## src/rtl/bp_lce_mem_port_arbiter.sv

```systemverilog
// Arbitrates one cache memory port between the cache pipeline (priority) and the LCE engine,
// with a starvation timer that forces LCE priority. Optional perf counters: BP_LCE_MEM_ARB_PERF_EN.
module bp_lce_mem_port_arbiter #(
    parameter int pkt_width_p      = 32,
    parameter int rdata_width_p    = 64,
    parameter int timeout_max_p    = 4,
    parameter int perf_cnt_width_p = 16
) (
    input  logic                     clk_i,
    input  logic                     reset_n_i,
    input  logic                     cache_v_i,
    input  logic [pkt_width_p-1:0]   cache_pkt_i,
    output logic                     cache_yumi_o,
    input  logic                     lce_v_i,
    input  logic [pkt_width_p-1:0]   lce_pkt_i,
    output logic                     lce_yumi_o,
    output logic                     mem_v_o,
    output logic [pkt_width_p-1:0]   mem_pkt_o,
    input  logic                     mem_ready_i,
    input  logic [rdata_width_p-1:0] mem_rdata_i,
    output logic                     cache_rdata_v_o,
    output logic                     lce_rdata_v_o,
    output logic [rdata_width_p-1:0] rdata_o,
    output logic                     cache_block_o,
    output logic                     starve_o
`ifdef BP_LCE_MEM_ARB_PERF_EN
    ,
    output logic [perf_cnt_width_p-1:0] perf_lce_stall_o,
    output logic [perf_cnt_width_p-1:0] perf_starve_o
`endif
);

    // state  | meaning
    // NORMAL | cache has priority, LCE served only when cache idle
    // STARVE | LCE forced through, cache requests held off

    typedef enum logic {e_normal, e_starve} state_e;
    typedef enum logic [1:0] {e_grant_none, e_grant_cache, e_grant_lce} grant_e;

    localparam int cnt_width_lp = $clog2(timeout_max_p + 1);
    localparam logic [cnt_width_lp-1:0] left_init_lp = cnt_width_lp'(timeout_max_p);
    localparam logic [cnt_width_lp-1:0] left_one_lp  = cnt_width_lp'(1);

    state_e                  state_r, state_n;
    grant_e                  grant_r, grant_n;
    logic [cnt_width_lp-1:0] left_r, left_n;
    logic                    lce_blocked;

    // Down-counter of blocked cycles left before STARVE; terminal count is zero.
    always_comb begin
        state_n       = state_r;
        left_n        = left_init_lp;
        cache_yumi_o  = 1'b0;
        lce_yumi_o    = 1'b0;
        mem_v_o       = 1'b0;
        cache_block_o = 1'b0;
        starve_o      = 1'b0;
        lce_blocked   = 1'b0;
        mem_pkt_o     = (state_r == e_normal && cache_v_i) ? cache_pkt_i : lce_pkt_i;

        if (reset_n_i) begin
            case (state_r)
                e_normal: begin
                    mem_v_o       = cache_v_i | lce_v_i;
                    cache_yumi_o  = cache_v_i & mem_ready_i;
                    lce_yumi_o    = lce_v_i & ~cache_v_i & mem_ready_i;
                    // With a one-cycle timeout the warning value is also the idle value.
                    cache_block_o = (left_r == left_one_lp) & ((timeout_max_p > 1) | lce_v_i);
                end
                e_starve: begin
                    mem_v_o       = lce_v_i;
                    lce_yumi_o    = lce_v_i & mem_ready_i;
                    cache_block_o = 1'b1;
                    starve_o      = 1'b1;
                end
                default: state_n = e_normal;
            endcase

            lce_blocked = lce_v_i & ~lce_yumi_o;
            if (lce_blocked)
                left_n = (left_r == '0) ? '0 : left_r - left_one_lp;

            if (state_r == e_normal && left_n == '0)
                state_n = e_starve;
            else if (state_r == e_starve && !lce_blocked)
                state_n = e_normal;
        end
    end

    always_comb begin
        grant_n = e_grant_none;
        if (cache_yumi_o)
            grant_n = e_grant_cache;
        else if (lce_yumi_o)
            grant_n = e_grant_lce;
    end

    always_ff @(posedge clk_i) begin
        if (!reset_n_i) begin
            state_r <= e_normal;
            grant_r <= e_grant_none;
            left_r  <= left_init_lp;
        end else begin
            state_r <= state_n;
            grant_r <= grant_n;
            left_r  <= left_n;
        end
    end

    assign cache_rdata_v_o = reset_n_i & (grant_r == e_grant_cache);
    assign lce_rdata_v_o   = reset_n_i & (grant_r == e_grant_lce);
    assign rdata_o         = mem_rdata_i;

`ifdef BP_LCE_MEM_ARB_PERF_EN
    logic [perf_cnt_width_p-1:0] stall_cnt_r, starve_cnt_r;

    always_ff @(posedge clk_i) begin
        if (!reset_n_i) begin
            stall_cnt_r  <= '0;
            starve_cnt_r <= '0;
        end else begin
            if (lce_blocked && stall_cnt_r != '1)
                stall_cnt_r <= stall_cnt_r + 1'b1;
            if (state_r == e_normal && state_n == e_starve && starve_cnt_r != '1)
                starve_cnt_r <= starve_cnt_r + 1'b1;
        end
    end

    assign perf_lce_stall_o = stall_cnt_r;
    assign perf_starve_o    = starve_cnt_r;
`endif

endmodule

```

## config.mk

```make
export PLATFORM = sky130hd
export DESIGN_NAME = bp_lce_mem_port_arbiter
export DESIGN_NICKNAME = d
export VERILOG_FILES = /design/src/rtl/bp_lce_mem_port_arbiter.sv
export SDC_FILE = /design/constraint.sdc
export NUM_CORES = 1
export LEC_CHECK = 0
export BUFFER_PORTS_ARGS = -buffer_cell sky130_fd_sc_hd__buf_2
export CORE_AREA = 2 2 91 93
export CTS_CLUSTER_DIAMETER = 60
export DETAILED_ROUTE_END_ITERATION = 12
export DIE_AREA = 0 0 93 95
export PLACE_DENSITY_LB_ADDON = 0.25
export SLEW_MARGIN = 15
export SYNTH_ARGS = -nofsm -noshare
export SYNTH_HDL_FRONTEND = slang
export SYNTH_SLANG_ARGS = --single-unit
```

## constraint.sdc

```tcl
create_clock -name clk_i -period 1.6 [get_ports clk_i]
set_input_delay 0.32 -clock clk_i [delete_from_list [all_inputs] [get_ports clk_i]]
set_output_delay 0.32 -clock clk_i [all_outputs]
set_load 0.03 [all_outputs]
```

---- Word-level counts from Yosys, hierarchy flattened ----
Cells that the tools add are included.
storage, ports and cells
  register bits after elaboration ......... 6
  memory bits (writable) .................. 0
  output and inout port bits .............. 103
  input port bits ......................... 133
  memories ................................ 0
  bits in latches ......................... 0
  memory bits (read-only) ................. 0
cells by class
  reduce and logical (&&, ||, !) cells .... 8
  shift-type cells ........................ 0
  $mul .................................... 0
  divide/modulo/power cells ............... 0
  add/sub/neg operators ................... 1
  eq/ne operators ......................... 3
  magnitude comparators ................... 0
  muxes and demuxes ....................... 19
  bitwise gates (word level) .............. 12
operators with widths
  operator                                             count
  two-way mux 32 bit                                   1
  two-way mux 1 bit                                    11
  two-way mux 3 bit                                    3
  bitwise AND 1 bit                                    7
  logical NOT 3 bit                                    2
  one-hot mux 1 bit (2 select lines)                   3
  inverter 1 bit                                       4
  equality test 3 x 1 -> 1 bit, second input constant  1
  logical AND 1 bit                                    3
  subtractor 3 x 1 -> 3 bit, second input constant     1
  equality test 2 x 1 -> 1 bit, second input constant  1
  equality test 2 bit, second input constant           1
  two-way mux 2 bit                                    1
  nonzero test 2 bit                                   1
  OR reduction 2 bit                                   1
  logical NOT 1 bit                                    1
  bitwise OR 1 bit                                     1

---- Logic depth before layout (Yosys ltp) ----
  depth in word-level cells ............... 12
  gate-level depth with buffers ........... 6
  gate-level depth less buffers ........... 6

---- Least setup slack after synthesis ----
No wires, ideal clock.
  kind .................................... register -> output
  start point ............................. reg state_r
  end point ............................... out lce_yumi_o
  required time ........................... 1.280 ns
  arrival ................................. 1.517 ns
  cell stages (with the launch flop) ...... 5
  slack ................................... -0.237 ns
  cell sequence ........................... dfxtp_1 nand2b_4 buf_6 buf_6 nor3b_1
on the way
  longest elaborated chain between the ends .. 4
RTL lines
  item                                    line  RTL
  start: declaration                      44    state_e state_r, state_n;
  start signal: assignment                100   state_r <= e_normal;
  start signal: assignment                104   state_r <= state_n;
  inverter 1 bit                          n/a
  one-hot mux 1 bit (2 select lines) (*)  62    case (state_r)
  two-way mux 1 bit (*) (2 in a row)      61    if (reset_n_i) begin
  end: declaration                        16    output logic lce_yumi_o,
Every way passes the cells marked *; elsewhere a longest branch is shown, timed or not. The select of a mux whose other input is x is not followed.

---- Worst setup path after layout ----
  start point ............................. reg state_r
  end point ............................... out mem_pkt_o[16]
on the way
  longest elaborated chain between the ends .. 3
RTL lines
  item                line  RTL
  inverter 1 bit      n/a
  logical AND 1 bit   59    mem_pkt_o = (state_r == e_normal && cache_v_i) ? cache_pkt_i : lce_pkt_i;
  two-way mux 32 bit  59
  end: declaration    18    output logic [pkt_width_p-1:0] mem_pkt_o,
No other way between the ends.

==> reports/results.txt <==
capturing element type of the critical path: output port
crit path DAT: 1.38 ns
Reg2Reg Setup Slack: 0.22 ns
final hold viol count: 0
Hold Crit Endpoint: grant_r[1]
clock buffers created by TritonCTS: 3
buffers from clock root to sink, at most: 2
vias in the first global route: 971
transition time at the pin with the least slew margin: 0.189 ns
kind of path behind the tightest hold check: in -> reg
antenna violations before repair: 0
setup repair after global routing missed its margin: true
number of synthesized register bits: 6
Detail Route Antenna Nets: 0
violations in the final reports: setup timing
half-perimeter wire length after detailed placement: 2660 µm
leading cell type by number of instances after synthesis: sky130_fd_sc_hd__buf_4
cell with the largest stage delay on the worst path: sky130_fd_sc_hd__dfxtp_2
post-route fraction of the period consumed by the critical path: 106%
y dimension of the die: 95 µm
Worst R2R End: left_r[2]
cell at the root of the clock tree: sky130_fd_sc_hd__clkbuf_8
crit-path max cell delay: 0.32 ns
maximum fanout along the worst path: 7
Max Cap Viol: 0
highest clock frequency the design can meet: 588 MHz
critical register-to-register path startpoint: state_r
syn_area_per_cell: 9.14 µm²
number of enable-type register cells in the synthesized netlist: 0
depth of the CTS H-tree: 1
PD cells: 562 nW/µm²
count of buffers from port buffering: 107
Yosys top cell area share: 39.0%
startpoint of the worst hold path: lce_v_i
critical path buffer and inverter count: 2
critical path type: reg -> out
CP delay by family, top: flip-flops
number of instances on the worst hold path: 3
clock period minus worst slack: 1.70 ns
nets: 323
fill cell total of the finished layout: 880
Skew-Pair Late Insertion Delay: 0.22 ns
cell breakdown of the critical path: nand2b_4 -> buf_8 -> mux2_4 -> buf_6
required time of the worst setup path: 1.28 ns
total of warnings raised by yosys: 0
std cell rows: 33
TritonCTS clock tree: built
clock skew after layout: 0.00290 ns
Initial Utilization: 15.8%
combined global-route utilization of all metal layers: 6.78%
most area-consuming cells after synthesis: sky130_fd_sc_hd__buf_4 39%, sky130_fd_sc_hd__mux2_4 18%, sky130_fd_sc_hd__mux2_2 15%
routed via count: 1055
Top Ports: 236
die area: 8840 µm²
number of library cell types mapped by synthesis: 22
global-route wire length before repair: 4630 µm
fraction of the yosys area taken by sequential cells: 9.59%
count of antenna diodes in the layout: 0
share of final-layout standard cells stronger than drive strength 1: 82.8%
# hold bufs at CTS: 0
Worst Slack Setup Final: -0.0998 ns
startpoint type of the worst setup path: flop
placer congestion estimate: 0.625
final worst hold slack: 0.410 ns
area of the placeable core: 7930 µm²
# placed instances: 284
standby leakage power: 0.973 nW
Non-Filler Instances: 291
pin count of the biggest net entering global routing: 12
library cell occupying the most area in the post-synthesis netlist: sky130_fd_sc_hd__buf_4
starting DRC count in detailed routing: 4
clock-pin slew reported for the worst setup and hold paths after clock tree synthesis: 0.04 ns
path depth of the worst reg2reg path: 5
drt total wl: 3620 µm
Routed WL per cell: 12.4 µm
aggregate global routing overflow: 0
synthesized instance count: 137
most instantiated cells after synthesis: 65 x sky130_fd_sc_hd__buf_4, 17 x sky130_fd_sc_hd__mux2_2, 15 x sky130_fd_sc_hd__mux2_4
Mapped Area: 1250 µm²
Worst VDD drop: 0.147 mV
post-synthesis net count: 272
status: finished, violations left
worst slew slack as a fraction of its limit: 87.2%
Num Clock Sinks: 6
Async SR Flop Fraction: 0%
post-detailed-route via-to-cell ratio: 3.63
DRC violations left: 0
Detailed Routing Iterations Pass 1: 4
most instantiated flip-flop cell in the synthesis netlist: sky130_fd_sc_hd__dfxtp_1
Total Power Consumption: 1.02 mW
width of the die: 93 µm
synthesis-to-finish area growth: 44.9%
number of max-slew violations in the final report: 0
fraction of the core area covered by cells at the end of the flow: 22.9%
count of final setup violators: 32
flip-flops by register name (all words and copies together) (netlist names):
name / count
grant_r: 2
state_r: 1
left_r: 3
power by group:
part | switching (mW) | total, mW | internal, mW
clock network | 0.0680 | 0.230 | 0.162
registers | 0.00701 | 0.165 | 0.158
logic | 0.292 | 0.625 | 0.333
how the worst max path moves through the flow:
stage,from,end,slack [ns],cells past startpoint
after floorplan,state_r,mem_v_o,0.05,4
after global placement,cache_v_i,mem_pkt_o[13],0.03,5
after detailed placement,cache_v_i,mem_pkt_o[31],0.004,5
after CTS,state_r,mem_pkt_o[17],-0.17,5
after global routing,state_r,mem_pkt_o[10],-0.15,4
final,state_r,mem_pkt_o[16],-0.1,4
kinds of logic after synthesis:
| family | Yosys count | share of synthesized area (%) |
|---|---|---|
| simple gates | 19 | 8.29 |
| mux | 32 | 33.3 |
| flops | 6 | 9.59 |
| compound gates | 7 | 4.00 |
| fa+ha+maj | 2 | 2.00 |
| buf+inv | 71 | 42.9 |
placed cells by master, fill, tap and decap left out, drive strengths merged, types with 2 or more instances in the layout:
cell type / count
inv: 3
dfxtp: 6
nand2: 5
nor2: 6
buf: 113
nor3b: 3
clkbuf: 4
mux2: 32
a21oi: 2
ha: 2
tightest hold or removal path: stages:
cell and delay [ns]:
sky130_fd_sc_hd__buf_2 0.11, sky130_fd_sc_hd__inv_1 0.09, sky130_fd_sc_hd__nor3b_1 0.06
timing repair:
| action | in CTS | in global routing |
|---|---|---|
| buffers inserted | 3 | 1 |
| gates cloned | 2 | 1 |
| gates resized for setup | 61 | 41 |
| endpoints found under the setup margin | 33 | 36 |
area by class of cell:
| class | instances | area [µm²] | share of cell area [%] |
|---|---|---|---|
| Timing Repair Buffer | 114 | 858 | 47.3 |
| Multi-Input combinational cell | 60 | 649 | 35.8 |
| Tap cell | 105 | 131 | 7.24 |
| Sequential cell | 6 | 123 | 6.76 |
| Clock buffer | 3 | 41.3 | 2.28 |
| Inverter | 3 | 11.3 | 0.621 |
routing by layer:
metal,GRT usage (%),wire [µm],share of wire [%],vias up
li1,-,-,-,485
met1,6.50,1170,32,480
met2,12.9,1950,54,78
met3,2.71,436,12,12
met4,2.70,59,1.6,0
met5,0,0,0,-
metrics by stage:
stage | TNS [ns] | cell area [µm²] | setup slack (ns)
CTS | -4.39 | 1740 | -0.173
global placement | 0 | 1430 | 0.0253
global route | -4.33 | 1810 | -0.151
finish | -2.83 | 1810 | -0.0998
detailed placement | 0 | 1430 | 0.00437
floorplan | 0 | 1260 | 0.0500
Note: power is estimated with default switching activity, not from simulation.
